<file path="src/rtl/mem_bus_arbiter_pkg.sv">
// Shared types for the two-port memory bus arbiter: state encoding, default widths
// and a saturating counter helper.
package mem_bus_arbiter_pkg;

  localparam int AW_DEF = 8;
  localparam int DW_DEF = 8;

  typedef enum logic [1:0] {
    ARB_IDLE = 2'd0,
    ARB_OWN0 = 2'd1,
    ARB_OWN1 = 2'd2
  } arb_state_t;

  function automatic logic [7:0] sat_inc8(input logic [7:0] v);
    return (v == 8'hFF) ? v : v + 8'd1;
  endfunction

endpackage

</file>
<file path="src/rtl/mem_bus_arbiter_if.sv">
// Bus bundle between the two masters, the arbiter and the memory.
// Handshake: reqx asks for the bus and gntx answers it; every cycle gntx is high is one
// memory access by port x (a write when wex is high), and rdata is meaningful only to the owner.
interface mem_bus_arbiter_if
  import mem_bus_arbiter_pkg::*;
#(
  parameter int AW = AW_DEF,
  parameter int DW = DW_DEF
);

  logic          req0;
  logic          lock0;
  logic          we0;
  logic [AW-1:0] addr0;
  logic [DW-1:0] wdata0;
  logic          gnt0;

  logic          req1;
  logic          lock1;
  logic          we1;
  logic [AW-1:0] addr1;
  logic [DW-1:0] wdata1;
  logic          gnt1;

  logic [DW-1:0] rdata;
  logic [AW-1:0] mem_addr;
  logic [DW-1:0] mem_wdata;
  logic          mem_write;
  logic [DW-1:0] mem_rdata;
  logic          prot_err;

  modport slave (
    input  req0, lock0, we0, addr0, wdata0,
    input  req1, lock1, we1, addr1, wdata1,
    input  mem_rdata,
    output gnt0, gnt1, rdata, mem_addr, mem_wdata, mem_write, prot_err
  );

  modport master (
    output req0, lock0, we0, addr0, wdata0,
    output req1, lock1, we1, addr1, wdata1,
    output mem_rdata,
    input  gnt0, gnt1, rdata, mem_addr, mem_wdata, mem_write, prot_err
  );

endinterface

</file>
<file path="src/rtl/mem_bus_mux.sv">
// Owner-selected address/data/write path into memory, with optional write protection
// of the low address range against port 1 (MEM_BUS_ARBITER_WRITE_PROTECT_EN).
module mem_bus_mux
  import mem_bus_arbiter_pkg::*;
#(
  parameter int AW          = AW_DEF,
  parameter int DW          = DW_DEF,
  parameter int PROTECT_TOP = 'h3F
) (
  input  arb_state_t    state,
  input  logic [AW-1:0] addr0,
  input  logic [DW-1:0] wdata0,
  input  logic          we0,
  input  logic [AW-1:0] addr1,
  input  logic [DW-1:0] wdata1,
  input  logic          we1,
  output logic [AW-1:0] mem_addr,
  output logic [DW-1:0] mem_wdata,
  output logic          mem_write,
  output logic          prot_hit
);

  if (PROTECT_TOP < 0 || PROTECT_TOP > (1 << AW) - 1) begin : g_bad_protect_top
    $error("PROTECT_TOP outside the address range");
  end

`ifdef MEM_BUS_ARBITER_WRITE_PROTECT_EN
  localparam logic [AW-1:0] PROT_LIMIT = AW'(PROTECT_TOP);
  assign prot_hit = (state == ARB_OWN1) && we1 && (addr1 <= PROT_LIMIT);
`else
  assign prot_hit = 1'b0;
`endif

  always_comb begin
    mem_addr  = '0;
    mem_wdata = '0;
    mem_write = 1'b0;
    case (state)
      ARB_OWN0: begin
        mem_addr  = addr0;
        mem_wdata = wdata0;
        mem_write = we0;
      end
      ARB_OWN1: begin
        mem_addr  = addr1;
        mem_wdata = wdata1;
        mem_write = we1 && !prot_hit;
      end
      default: ;
    endcase
  end

endmodule

</file>
<file path="src/rtl/mem_bus_arbiter.sv">
// Two-port memory bus arbiter: registered ownership, round-robin ties, lock and hold limit.
// Optional port 1 write protection via MEM_BUS_ARBITER_WRITE_PROTECT_EN.
module mem_bus_arbiter
  import mem_bus_arbiter_pkg::*;
#(
  parameter int AW          = AW_DEF,
  parameter int DW          = DW_DEF,
  parameter int MAX_HOLD    = 16,
  parameter int PROTECT_TOP = 'h3F
) (
  input  logic                clk,
  input  logic                reset,
  mem_bus_arbiter_if.slave    bus,
  output arb_state_t          dbg_state,
  output logic                dbg_last_owner
);

  if (MAX_HOLD < 1 || MAX_HOLD > 255) begin : g_bad_max_hold
    $error("MAX_HOLD must be in 1..255");
  end

  localparam logic [7:0] HOLD_LIMIT = 8'(MAX_HOLD - 1);

  arb_state_t state, state_nxt;
  logic       last_owner, last_owner_nxt;
  logic [7:0] hold_cnt, hold_cnt_nxt;
  logic       prot_hit;
  logic       prot_err_q;
  logic       yield0, yield1;

  // A lock pins ownership even with the request low; the owner must drop it to yield.
  assign yield0 = !bus.lock0 && (!bus.req0 || (bus.req1 && hold_cnt >= HOLD_LIMIT));
  assign yield1 = !bus.lock1 && (!bus.req1 || (bus.req0 && hold_cnt >= HOLD_LIMIT));

  always_comb begin
    state_nxt      = state;
    last_owner_nxt = last_owner;
    hold_cnt_nxt   = hold_cnt;
    case (state)
      ARB_IDLE: begin
        if (bus.req0 && (!bus.req1 || last_owner)) begin
          state_nxt      = ARB_OWN0;
          last_owner_nxt = 1'b0;
          hold_cnt_nxt   = '0;
        end else if (bus.req1) begin
          state_nxt      = ARB_OWN1;
          last_owner_nxt = 1'b1;
          hold_cnt_nxt   = '0;
        end
      end
      ARB_OWN0: begin
        if (yield0) begin
          hold_cnt_nxt = '0;
          if (bus.req1) begin
            state_nxt      = ARB_OWN1;
            last_owner_nxt = 1'b1;
          end else begin
            state_nxt = ARB_IDLE;
          end
        end else if (bus.req1) begin
          hold_cnt_nxt = sat_inc8(hold_cnt);
        end
      end
      ARB_OWN1: begin
        if (yield1) begin
          hold_cnt_nxt = '0;
          if (bus.req0) begin
            state_nxt      = ARB_OWN0;
            last_owner_nxt = 1'b0;
          end else begin
            state_nxt = ARB_IDLE;
          end
        end else if (bus.req0) begin
          hold_cnt_nxt = sat_inc8(hold_cnt);
        end
      end
      default: state_nxt = ARB_IDLE;
    endcase
  end

  always_ff @(posedge clk or posedge reset) begin
    if (reset) begin
      state      <= ARB_IDLE;
      last_owner <= 1'b1;
      hold_cnt   <= '0;
      prot_err_q <= 1'b0;
    end else begin
      state      <= state_nxt;
      last_owner <= last_owner_nxt;
      hold_cnt   <= hold_cnt_nxt;
      if (prot_hit) prot_err_q <= 1'b1;
    end
  end

  assign bus.gnt0     = (state == ARB_OWN0);
  assign bus.gnt1     = (state == ARB_OWN1);
  assign bus.rdata    = bus.mem_rdata;
  assign bus.prot_err = prot_err_q;
  assign dbg_state      = state;
  assign dbg_last_owner = last_owner;

  mem_bus_mux #(
    .AW          (AW),
    .DW          (DW),
    .PROTECT_TOP (PROTECT_TOP)
  ) u_mux (
    .state     (state),
    .addr0     (bus.addr0),
    .wdata0    (bus.wdata0),
    .we0       (bus.we0),
    .addr1     (bus.addr1),
    .wdata1    (bus.wdata1),
    .we1       (bus.we1),
    .mem_addr  (bus.mem_addr),
    .mem_wdata (bus.mem_wdata),
    .mem_write (bus.mem_write),
    .prot_hit  (prot_hit)
  );

endmodule

</file>
<file path="src/flat_wrapper.sv">
// flat-port wrapper written by rule: the top's interface ports become plain ports
module mem_bus_arbiter_flat import mem_bus_arbiter_pkg::*;
#(
  parameter int AW          = AW_DEF,
  parameter int DW          = DW_DEF,
  parameter int MAX_HOLD    = 16,
  parameter int PROTECT_TOP = 'h3F
)
  (clk, reset, dbg_state, dbg_last_owner, bus_req0, bus_lock0, bus_we0, bus_addr0, bus_wdata0, bus_req1, bus_lock1, bus_we1, bus_addr1, bus_wdata1, bus_mem_rdata, bus_gnt0, bus_gnt1, bus_rdata, bus_mem_addr, bus_mem_wdata, bus_mem_write, bus_prot_err);
  mem_bus_arbiter_if #(.AW(AW), .DW(DW)) bus_i ();
  input  logic clk;
  input  logic reset;
  output arb_state_t dbg_state;
  output logic dbg_last_owner;
  input wire logic [$bits(bus_i.req0)-1:0] bus_req0;
  input wire logic [$bits(bus_i.lock0)-1:0] bus_lock0;
  input wire logic [$bits(bus_i.we0)-1:0] bus_we0;
  input wire logic [$bits(bus_i.addr0)-1:0] bus_addr0;
  input wire logic [$bits(bus_i.wdata0)-1:0] bus_wdata0;
  input wire logic [$bits(bus_i.req1)-1:0] bus_req1;
  input wire logic [$bits(bus_i.lock1)-1:0] bus_lock1;
  input wire logic [$bits(bus_i.we1)-1:0] bus_we1;
  input wire logic [$bits(bus_i.addr1)-1:0] bus_addr1;
  input wire logic [$bits(bus_i.wdata1)-1:0] bus_wdata1;
  input wire logic [$bits(bus_i.mem_rdata)-1:0] bus_mem_rdata;
  output wire logic [$bits(bus_i.gnt0)-1:0] bus_gnt0;
  output wire logic [$bits(bus_i.gnt1)-1:0] bus_gnt1;
  output wire logic [$bits(bus_i.rdata)-1:0] bus_rdata;
  output wire logic [$bits(bus_i.mem_addr)-1:0] bus_mem_addr;
  output wire logic [$bits(bus_i.mem_wdata)-1:0] bus_mem_wdata;
  output wire logic [$bits(bus_i.mem_write)-1:0] bus_mem_write;
  output wire logic [$bits(bus_i.prot_err)-1:0] bus_prot_err;
  assign bus_i.req0 = bus_req0;
  assign bus_i.lock0 = bus_lock0;
  assign bus_i.we0 = bus_we0;
  assign bus_i.addr0 = bus_addr0;
  assign bus_i.wdata0 = bus_wdata0;
  assign bus_i.req1 = bus_req1;
  assign bus_i.lock1 = bus_lock1;
  assign bus_i.we1 = bus_we1;
  assign bus_i.addr1 = bus_addr1;
  assign bus_i.wdata1 = bus_wdata1;
  assign bus_i.mem_rdata = bus_mem_rdata;
  assign bus_gnt0 = bus_i.gnt0;
  assign bus_gnt1 = bus_i.gnt1;
  assign bus_rdata = bus_i.rdata;
  assign bus_mem_addr = bus_i.mem_addr;
  assign bus_mem_wdata = bus_i.mem_wdata;
  assign bus_mem_write = bus_i.mem_write;
  assign bus_prot_err = bus_i.prot_err;
  mem_bus_arbiter #(.AW(AW), .DW(DW), .MAX_HOLD(MAX_HOLD), .PROTECT_TOP(PROTECT_TOP)) u_core (.clk(clk), .reset(reset), .bus(bus_i), .dbg_state(dbg_state), .dbg_last_owner(dbg_last_owner));
endmodule
</file>
<file path="config.mk">
export PLATFORM = sky130hd
export DESIGN_NAME = mem_bus_arbiter_flat
export DESIGN_NICKNAME = d
export VERILOG_FILES = /design/src/rtl/mem_bus_arbiter_pkg.sv /design/src/rtl/mem_bus_arbiter_if.sv /design/src/rtl/mem_bus_mux.sv /design/src/rtl/mem_bus_arbiter.sv /design/src/flat_wrapper.sv
export SDC_FILE = /design/constraint.sdc
export NUM_CORES = 1
export LEC_CHECK = 0
export CORE_UTILIZATION = 36
export DETAILED_ROUTE_END_ITERATION = 7
export GPL_TIMING_DRIVEN = 1
export PLACE_DENSITY = 0.94
export SLEW_MARGIN = 20
export SYNTH_ARGS = -nofsm -noshare
export SYNTH_HDL_FRONTEND = slang
export SYNTH_SLANG_ARGS = --single-unit
</file>
<file path="constraint.sdc">
create_clock -name clk -period 3.85 [get_ports clk]
set_input_delay 0.77 -clock clk [delete_from_list [all_inputs] [get_ports clk]]
set_output_delay 0.77 -clock clk [all_outputs]
set_load 0.02 [all_outputs]
</file>
## Word-level counts from Yosys, hierarchy flattened

Index checks and enable logic that the tools add are counted.

- Flip-flop bits (word level): 11
- Output and inout bits: 31
- Word-level logic and storage cells: 55

- Add/sub/neg operators: 1
- Magnitude comparators: 1
- Equal/unequal tests: 9
- Mux-type cells: 24
- Reduce and logical (&&, ||, !) cells: 17

Operators with widths:

| cell | count |
|---|---|
| 8-bit 2-to-1 mux | 7 |
| 8-bit one-hot mux with 2 select lines | 2 |
| 8-bit one-hot mux with 3 select lines | 1 |
| 2-bit 2-to-1 mux | 5 |
| 3-bit by 2-bit != test with 1-bit output (second input constant) | 3 |
| 8-bit by 1-bit adder with 8-bit output (second input constant) | 1 |
| 8-bit == test (second input constant) | 1 |
| 8-bit by 4-bit greater-or-equal comparator with 1-bit output (second input constant) | 1 |
| 4-bit AND reduction | 2 |
| 1-bit 2-to-1 mux | 6 |
| 2-bit one-hot mux with 3 select lines | 1 |
| 1-bit logical AND | 5 |
| 1-bit logical NOT | 4 |
| 2-bit by 1-bit != test with 1-bit output (second input constant) | 2 |
| 1-bit logical OR | 3 |
| 1-bit one-hot mux with 3 select lines | 1 |
| 3-bit AND reduction | 1 |
| 3-bit nonzero test | 1 |
| 2-bit by 1-bit == test with 1-bit output (second input constant) | 1 |
| 2-bit == test (second input constant) | 1 |
| 2-bit logical NOT | 1 |
| 2-bit != test (second input constant) | 1 |
| 1-bit one-hot mux with 2 select lines | 1 |

## Logic depth before layout (Yosys ltp)

Gate-level depths: netlist of run 1.

- Depth in word-level cells: 6
- Depth in mapped cells: 9
- Depth with buffers taken out: 8

## Modules after synthesis

Synthesis of run 1 repeated with hierarchy kept, for this count alone.

- Cell total of the unflattened synthesis: 142
- Area, all modules: 1232.4 um^2

Modules (own cells, without submodules):

| module | times used | cells an instance | area each (um^2) | sequential area each (um^2) |
|---|---|---|---|---|
| mem_bus_arbiter | 1 | 96 | 878.3 | 301.5 |
| mem_bus_mux | 1 | 46 | 354.1 | 0.0 |

## Worst setup path before layout of run 1

No wires, ideal clock.

- Path kind: register -> output
- Start: register u_core.state[0], in the netlist u_core.dbg_state[0]
- End: output port bus_mem_addr[1]
- Arrival time: 1.858 ns
- Required time: 3.080 ns
- Path slack: 1.222 ns
- Cell stages (with the launch flop): 7
- Buffers on the path: 2
- Path through: dfrtp_1 -> inv_1 -> ha_1 -> and2_1 -> clkbuf_1 -> clkbuf_1 -> a22o_1

- Cells in the longest elaborated chain, start to end: 2
- Elaborated cells between the ends (all ways): 3
- Those cells by class: 2 x eq/ne; 1 x mux

Ends and longest elaborated chain:

| item | line | RTL |
|---|---|---|
| from (decl) | mem_bus_arbiter.sv:24 | `arb_state_t state, state_nxt;` |
| from (signal assigned) | mem_bus_arbiter.sv:88 | `state <= state_nxt;` |
| 2-bit == test | - |  |
| via bus_gnt1 | flat_wrapper.sv:27 | `output wire logic [$bits(bus_i.gnt1)-1:0] bus_gnt1;` |
| 8-bit one-hot mux with 2 select lines | mem_bus_mux.sv:38 | `case (state)` |
| to (decl) | flat_wrapper.sv:29 | `output wire logic [$bits(bus_i.mem_addr)-1:0] bus_mem_addr;` |

The timed path passes the listed nets, and every way through them passes these cells.

## Worst setup path after layout of run 1

- Start: register u_core.state[0], in the netlist u_core.dbg_state[0]
- End: output port bus_mem_addr[4]

- Cells in the longest elaborated chain, start to end: 2
- Elaborated cells between the ends (all ways): 3
- Those cells by class: 2 x eq/ne; 1 x mux

Ends and longest elaborated chain:

| item | line |
|---|---|
| 2-bit == test or 2-bit by 1-bit == test with 1-bit output (tied branches) | mem_bus_mux.sv:38 |
| 8-bit one-hot mux with 2 select lines (*) | mem_bus_mux.sv:38 |

Every way passes the cells marked *; elsewhere a longest branch is shown, timed or not.

==> flow_metrics.tcl, run 1 <==
set metrics [dict create \
    dpl.hpwl_mm 2.46 \
    avgSynthCellArea_um2 8.29 \
    ioPinCount 79 \
    slowest_stage "clkdlybuf4s50_1" \
    min-delay-path-class "flip-flop to flip-flop" \
    grt_overflow 0 \
    grt_max_degree 18 \
    ff2ff_setup_slack_ns 1.49 \
    gr-usage-all-layers_pct 20.5 \
    max_slew_margin_pct 60.1 \
    clock_tree_from_tritoncts "done" \
    ir_worst_vdd_mv 0.337 \
    worstPathCellList "inv_1, ha_1, and2_1, a22o_1, clkdlybuf4s50_1" \
    synthesized_flop_and_latch_total 11 \
    critical-path-max-stage-delay_ns 0.61 \
    ctsResizeCount 0 \
    floorplan.rows 18 \
    hold_violations 0 \
    final_util_pct 62.1 \
    total_switching_power_w 0.000363 \
    port_buffers 61 \
    drive_gt1_share_pct 3.47 \
    rsz0062_at_grt "false" \
    insertedDiodeCount 0 \
    layout-area-overhead-vs-synth_pct 56.4 \
    sequentialPowerShare_pct 19.5 \
    cts.clk_slew.worst_paths_ns 0.07 \
    timing_worst_slew_pin_value_ns 0.599 \
    hold_ws_ns 0.541 \
    placed_area_mm2 0.00157 \
    cp-start-kind "flip-flop" \
    slew_viol_final 0 \
    power.share.switching_pct 43.7 \
    timing.critical_path.fanout_max 17 \
    p_int_w 0.000468 \
    syn_nets 176 \
    gp_congestion 0.847 \
    synth.lib_cells_used.distinct 36 \
    ff2ff_path_depth 7 \
    routedWlPerCell_um 15.1 \
    finalSetupViolations 0 \
    route.detailed.drc 0 \
    core_area_mm2 0.00257 \
    asyncSetResetFlopFracSynth_pct 100 \
    maxCapViolCount 0 \
    leakage_power_total_nw 0.640 \
    portion_of_the_clock_cycle_consumed_by_the_worst_path_in_the_final_layout_pct 85.8 \
    cts_hold_buffers 0 \
    final_period_minus_worst_setup_slack_ns 3.30 \
    yosysWarningCount 0 \
    final.setup.tns_ns 0 \
    combPwrFrac_pct 71.2 \
    critical_path.endpoint_type "output pin" \
    number_of_antenna_violations_at_the_first_check_in_global_routing 0 \
    status "completed" \
    dieHeight_um 55.2 \
    num_vias 1161 \
    root_buffer "clkbuf_4" \
    power.density_cell_area_mw_per_mm2 521 \
    ys_dominant_reg_cell "dfrtp_1" \
    synthesis.instances 123 \
    worstSetupPathDepth 5 \
    commonest_non_fill_non_tap_cells_in_the_layout "61 x clkdlybuf4s50_1, 18 x a22o_1, 10 x a21oi_1, 10 x dfrtp_1, 9 x nand3_1" \
    design.die.area_mm2 0.00305 \
    layout.cell_area.non_filler_mm2 0.00160 \
    maxClockFrequency_ghz 0.303 \
    clock-sinks 11 \
    cts-root-to-sink-buffers 2 \
    required_time_of_the_critical_path_ns 3.08 \
    design.final.nets 227 \
    syn_area_mm2 0.00102 \
    die_w_um 55.2 \
    viasPerCell 5.72 \
    placed_cells 199 \
    dr.first_iter.drc_count 60 \
    start_util_pct 39.7 \
    clk_latency_ns 0.27 \
    p_clk_share_pct 9.3 \
    timing.critical_path.buf_inv 2 \
    final_common_cell "clkdlybuf4s50_1" \
    h-tree-depth 1 \
    synth_edf_count 0 \
    stdcell_count 203 \
    antenna_violating_nets_post_route 0 \
    routed_wl_mm 3.06 \
    grt_first_pass_wirelength_mm 5.17 \
    detailedRoute.firstPassIterationCount 4 \
    timing.hold.worst_path_depth 1 \
    path_delay_family "buffers and inverters" \
    numCtsBuffers 3 \
    criticalPathCategory "flip-flop to output pin" \
    first_global_vias 1129 \
    seq_area_frac_synth_pct 27.1 \
    final.setup_skew_ns 0.00165 \
    worst-endpoint-arrival_ns 2.53 \
    cts.repair_timing.setup_buffer_count 0 \
]
## power groups by stage
stage                     combinational (W)  clock [W]  sequential (W)
after detailed placement           0.000590          0        0.000163
after global placement             0.000572          0        0.000161
after floorplan                    0.000357          0        0.000177
after CTS                          0.000591  0.0000805        0.000161
after global routing               0.000633  0.0000888        0.000165
final                              0.000592  0.0000772        0.000162
## per-layer routing
metal	global-route usage, %	vias up	part of all wire, %
met1	21.1	541	39
met4	5.00	0	0.59
met2	39.2	61	51
met3	6.79	2	9.3
li1	-	557	-
met5	0	-	0
## final timing paths
kind,start,end
max in group asynchronous,reset,u_core.dbg_last_owner
setup / recovery,u_core.dbg_state[0],bus_mem_addr[4]
min in group asynchronous,reset,u_core.hold_cnt[1]
setup reg to reg,u_core.hold_cnt[0],u_core.hold_cnt[3]
hold reg to reg,u_core.hold_cnt[1],u_core.hold_cnt[1]
hold / removal,u_core.hold_cnt[1],u_core.hold_cnt[1]
## Yosys cell counts, types with 2 or more instances
cell type,n,share of area [%]
nand4_1,2,1.2
a21o_1,3,2.2
o21ai_0,2,0.98
a21oi_1,10,4.9
nand3_1,9,4.4
a32o_1,3,2.9
a22o_1,18,15
buf_4,9,6.6
clkbuf_1,3,1.1
a211o_1,2,1.7
nand2_1,5,1.8
o21ai_1,4,2.0
nor2_1,7,2.6
mux2i_1,2,2.0
and2_1,2,1.2
dfrtp_1,10,25
and3_1,2,1.2
ha_1,5,6.1
nand2b_1,4,2.5
inv_1,5,1.8
## layout make-up
class	instances	area, um^2
Fill cell	199	972
Multi-Input combinational cell	92	626
Timing Repair Buffer	61	611
Sequential cell	11	277
Tap cell	30	37.5
Clock buffer	4	26.3
Inverter	5	18.8
## kinds of logic after synthesis
kind of cell	Yosys count	synth area share [%]
buffers and inverters	20	11.5
AND/OR/NAND/NOR	35	17.3
adder cells (fa/ha/maj)	5	6.13
AO/OA/AOI/OAI	49	35.6
multiplexers	2	1.96
flip-flops	11	27.1
other	1	0.368
## metrics by stage
step / worst slack (ns) / total power [W]
final: 0.545 / 0.000831
after global routing: 0.376 / 0.000887
after detailed placement: 0.848 / 0.000753
after global placement: 0.942 / 0.000733
after floorplan: 1.22 / 0.000533
after CTS: 0.544 / 0.000832
## state kept, by name (all words and copies together) (netlist names)
name and flops:
u_core.dbg_last_owner 1, u_core.hold_cnt 8, u_core.dbg_state 2
Note: power is estimated with default switching activity, not from simulation.
==> run 2, diff against run 1 <==
==> constraint.sdc (replaced) <==
create_clock -name clk -period 3.85 [get_ports clk]
set_input_delay 0.77 -clock clk [delete_from_list [all_inputs] [get_ports clk]]
set_output_delay 0.77 -clock clk [all_outputs]
set_load 0.05 [all_outputs]
==> run 2 against run 1 <==
  * Routed wire length up 3.3%
  * First-iteration DRC count up 43%
  * Worst hold slack worse by 0.011 ns
  * Critical path type unchanged
  * Highest routed layer unchanged
==> flow_metrics.tcl, run 2 (synthesis results as in run 1) <==
set metrics [dict create \
    status "completed" \
    ir_worst_vdd_mv 0.400 \
    hold_path.startpoint "u_core.hold_cnt[1]" \
    num_vias 1158 \
    dr.first_iter.drc_count 86 \
    slew_viol_final 0 \
    critical_path.endpoint_type "output pin" \
    root_buffer "clkbuf_4" \
    detailedRoute.firstPassIterationCount 4 \
    cts_hold_buffers 0 \
    maxClockFrequency_ghz 0.282 \
    rsz0062_at_grt "false" \
    numCtsBuffers 3 \
    cp-start-kind "flip-flop" \
    h-tree-depth 1 \
    number_of_antenna_violations_at_the_first_check_in_global_routing 0 \
    path_delay_family "buffers and inverters" \
    worst-endpoint-arrival_ns 2.78 \
    cts.clk_slew.worst_paths_ns 0.07 \
    portion_of_the_clock_cycle_consumed_by_the_worst_path_in_the_final_layout_pct 92.2 \
    required_time_of_the_critical_path_ns 3.08 \
    final_period_minus_worst_setup_slack_ns 3.55 \
    design.final.nets 227 \
    design.die.area_mm2 0.00305 \
    core_area_mm2 0.00257 \
    die_w_um 55.2 \
    clk_latency_ns 0.28 \
    timing.critical_path.buf_inv 2 \
    floorplan.rows 18 \
    largest_register_ff_count 8 \
    timing_worst_slew_pin_value_ns 0.600 \
    port_buffers 61 \
    power.density_cell_area_mw_per_mm2 636 \
    gp_congestion 0.955 \
    clock-sinks 11 \
    ctsResizeCount 0 \
    grt_max_degree 18 \
    max_slew_margin_pct 60.0 \
    commonest_non_fill_non_tap_cells_in_the_layout "61 x clkdlybuf4s50_1, 18 x a22o_1, 10 x a21oi_1, 10 x dfrtp_1, 9 x nand3_1" \
    criticalPathCategory "flip-flop to output pin" \
    start_util_pct 39.7 \
    timing.critical_path.fanout_max 17 \
    critical_path.startpoint "u_core.dbg_state[1]" \
    routed_wl_mm 3.16 \
    final.setup_skew_ns 0.00690 \
    worstPathCellList "inv_1, ha_1, and2_1, a22o_1, clkdlybuf4s50_1" \
    gr-usage-all-layers_pct 21.1 \
    maxCapViolCount 0 \
    critical_register_to_register_path_startpoint "u_core.hold_cnt[0]" \
    routedWlPerCell_um 15.6 \
    route.detailed.drc 0 \
    totalPowerFinal_w 0.00101 \
    first_global_vias 1032 \
    dieHeight_um 55.2 \
    grt_first_pass_wirelength_mm 5.15 \
    insertedDiodeCount 0 \
    leakage_power_total_nw 0.640 \
    drive_gt1_share_pct 3.47 \
    cts.repair_timing.setup_buffer_count 0 \
    final.setup.tns_ns 0 \
    slowest_stage "clkdlybuf4s50_1" \
    grt_overflow 0 \
    clock_tree_from_tritoncts "done" \
    ioPinCount 79 \
    ff2ff_setup_slack_ns 1.43 \
    cts-root-to-sink-buffers 2 \
    finalSetupViolations 0 \
    antenna_violating_nets_post_route 0 \
    critical-path-max-stage-delay_ns 0.83 \
    dpl.hpwl_mm 2.47 \
    final_common_cell "clkdlybuf4s50_1" \
    viasPerCell 5.70 \
    layout-area-overhead-vs-synth_pct 56.4 \
    hold_violations 0 \
    min-delay-path-class "flip-flop to flip-flop" \
    regMostFlops "u_core.hold_cnt" \
]
run 2: cell counts in the layout (fill, tap and decap cells not counted):
No cell type changed its count.
run 2: cell type report:
class / count / area (um^2)
clock buffers: 4 / 26.3
fillers: 206 / 972
inverters: 5 / 18.8
multi-input cells: 92 / 626
flip-flops and latches: 11 / 277
well taps: 30 / 37.5
repair buffers: 61 / 611
run 2: report_power, final:
| part | leakage (nW) | total, W | internal [W] | switching, W |
|---|---|---|---|---|
| clock network | 0.0150 | 0.0000823 | 0.0000403 | 0.0000420 |
| logic | 0.478 | 0.000769 | 0.000288 | 0.000482 |
| registers | 0.148 | 0.000163 | 0.000139 | 0.0000236 |
| total | 0.640 | 0.00101 | 0.000468 | 0.000547 |
run 2: routing by layer:
metal | wire, um | part of all wire (%) | vias up | GRT usage (%)
li1 | - | - | 553 | -
met1 | 1260 | 40 | 533 | 23.9
met2 | 1580 | 50 | 67 | 37.7
met3 | 285 | 9.0 | 5 | 6.79
met4 | 31 | 0.98 | 0 | 5.71
met5 | 0 | 0 | - | 0
run 2: worst paths after layout:
path                                         endpoint  depth (start not counted)
worst max-delay path                 bus_mem_wdata[4]                          5
max in group asynchronous       u_core.dbg_last_owner                          2
min in group asynchronous          u_core.hold_cnt[2]                          2
worst min-delay path               u_core.hold_cnt[1]                          1
worst min register to register     u_core.hold_cnt[1]                          1
worst max register to register     u_core.hold_cnt[3]                          7
run 2: stage by stage:
| stage | util, % | worst slack [ns] | std cells | hold slack (ns) | area [um^2] |
|---|---|---|---|---|---|
| 3_5_place_dp | 61.1 | 0.605 | 199 | 0.516 | 1570 |
| 6_report | 62.1 | 0.300 | 203 | 0.530 | 1600 |
| 2_1_floorplan | - | 0.608 | 123 | 0.492 | 1020 |
| 3_3_place_gp | 61.1 | 0.776 | 199 | 0.507 | 1570 |
| 4_1_cts | 62.1 | 0.306 | 203 | 0.531 | 1600 |
| 5_1_grt | 62.1 | 0.169 | 203 | 0.554 | 1600 |
==> run 3, diff against run 2 <==
--- a/config.mk
+++ b/config.mk
@@ -9,6 +9,7 @@
 export DETAILED_ROUTE_END_ITERATION = 7
 export GPL_TIMING_DRIVEN = 1
 export PLACE_DENSITY = 0.94
+export RECOVER_POWER = 50
 export SLEW_MARGIN = 20
 export SYNTH_ARGS = -nofsm -noshare
 export SYNTH_HDL_FRONTEND = slang
==> run 3 against run 2 <==
  * Count of clock-buffer cells in the layout unchanged
  * Cell area decreased by 0.24%
  * Non-clock buffer count unchanged
  * Power decreased by 0.79%
  * Clock power about the same
  * Sequential share of layout area about the same
  * Largest power group unchanged
==> flow_metrics.tcl, run 3 (synthesis results as in run 1) <==
set metrics [dict create \
    gp_congestion 0.955 \
    start_util_pct 39.7 \
    gr-usage-all-layers_pct 21.1 \
    insertedDiodeCount 0 \
    clock_tree_from_tritoncts "done" \
    die_w_um 55.2 \
    route.detailed.drc 0 \
    floorplan.rows 18 \
    design.die.area_mm2 0.00305 \
    hold_violations 0 \
    ir_worst_vdd_mv 0.387 \
    path_delay_family "buffers and inverters" \
    dieHeight_um 55.2 \
    hold_ws_ns 0.532 \
    portion_of_the_clock_cycle_consumed_by_the_worst_path_in_the_final_layout_pct 92.2 \
    critical-path-max-stage-delay_ns 0.83 \
    status "completed" \
    drive_gt1_share_pct 2.89 \
    dr.first_iter.drc_count 72 \
    grt_first_pass_wirelength_mm 5.15 \
    largest_register_ff_count 8 \
    first_global_vias 1032 \
    max_slew_margin_pct 38.4 \
    critical_path.endpoint_type "output pin" \
    ioPinCount 79 \
    routed_wl_mm 3.20 \
    grt_max_degree 18 \
    final_period_minus_worst_setup_slack_ns 3.55 \
    cts.clk_slew.worst_paths_ns 0.07 \
    antenna_violating_nets_post_route 0 \
    viasPerCell 5.66 \
    timing.critical_path.buf_inv 2 \
    required_time_of_the_critical_path_ns 3.08 \
    detailedRoute.firstPassIterationCount 4 \
    root_buffer "clkbuf_4" \
    maxCapViolCount 0 \
    numCtsBuffers 3 \
    cts.repair_timing.setup_buffer_count 0 \
    slew_viol_final 0 \
    maxClockFrequency_ghz 0.282 \
    final.setup.tns_ns 0 \
    nFillCells 206 \
    dpl.hpwl_mm 2.47 \
    rsz0062_at_grt "false" \
    port_buffers 61 \
    routedWlPerCell_um 15.8 \
    regMostFlops "u_core.hold_cnt" \
    slowest_stage "clkdlybuf4s50_1" \
    cts_hold_buffers 0 \
    h-tree-depth 1 \
    timing_worst_slew_pin_value_ns 0.924 \
    leakage_power_total_nw 0.645 \
    final.setup_skew_ns 0.00729 \
    core_area_mm2 0.00257 \
    criticalPathCategory "flip-flop to output pin" \
    worstPathCellList "inv_1, ha_1, and2_1, a22o_1, clkdlybuf4s50_1" \
    num_vias 1148 \
    number_of_antenna_violations_at_the_first_check_in_global_routing 0 \
    grt_overflow 0 \
    cp-start-kind "flip-flop" \
    final_common_cell "clkdlybuf4s50_1" \
    timing.critical_path.fanout_max 17 \
    layout-area-overhead-vs-synth_pct 56.1 \
    power.density_cell_area_mw_per_mm2 632 \
    design.final.nets 227 \
    cts-root-to-sink-buffers 2 \
    commonest_non_fill_non_tap_cells_in_the_layout "56 x clkdlybuf4s50_1, 18 x a22o_1, 11 x a21oi_1, 10 x dfrtp_1, 9 x nand3_1" \
    min-delay-path-class "flip-flop to flip-flop" \
    worst-endpoint-arrival_ns 2.78 \
    clk_latency_ns 0.28 \
    clock-sinks 11 \
    finalSetupViolations 0 \
    ctsResizeCount 0 \
]
-- run 3: metrics by stage --
| step | std cells | setup slack [ns] | instance area (um^2) | util (%) | power [W] |
|---|---|---|---|---|---|
| after floorplan | 123 | 0.608 | 1020 | - | 0.000721 |
| final | 203 | 0.302 | 1590 | 62.0 | 0.00101 |
| after CTS | 203 | 0.306 | 1600 | 62.1 | 0.00101 |
| after detailed placement | 199 | 0.605 | 1570 | 61.1 | 0.000931 |
| after global routing | 203 | 0.174 | 1590 | 62.0 | 0.00106 |
| after global placement | 199 | 0.776 | 1570 | 61.1 | 0.000907 |
-- run 3: cell type report --
cell class	count	area, um^2	area share (%)
clock buffer	4	26.3	1.65
timing repair buffer	61	611	38.4
sequential	11	277	17.4
inverter	5	18.8	1.18
tap	30	37.5	2.36
multi-input combinational	92	622	39.1
-- run 3: final timing paths --
| check | startpoint | end | slack (ns) | cells after the start |
|---|---|---|---|---|
| max reg2reg | u_core.hold_cnt[0] | u_core.hold_cnt[3] | 1.13 | 7 |
| max | u_core.dbg_state[1] | bus_mem_wdata[4] | 0.30 | 5 |
| max in group asynchronous | reset | u_core.dbg_last_owner | 2.62 | 2 |
| min in group asynchronous | reset | u_core.hold_cnt[7] | 0.91 | 2 |
| min | u_core.hold_cnt[1] | u_core.hold_cnt[1] | 0.53 | 1 |
| min reg2reg | u_core.hold_cnt[1] | u_core.hold_cnt[1] | 0.53 | 1 |
-- run 3: report_power, final --
group	total [W]	internal (W)	switching, W
registers	0.000162	0.000139	0.0000229
logic	0.000762	0.000282	0.000480
clock network	0.0000823	0.0000403	0.0000420
total	0.00101	0.000461	0.000545
-- run 3: routing by layer --
| metal | GRT usage (%) | up-vias | part of all wire, % | wire [um] |
|---|---|---|---|---|
| met5 | 0 | - | 0 | 0 |
| met4 | 5.71 | 0 | 0.72 | 23 |
| met3 | 6.79 | 3 | 9.8 | 314 |
| met2 | 37.7 | 68 | 50 | 1610 |
| met1 | 23.9 | 525 | 39 | 1250 |
| li1 | - | 552 | - | - |
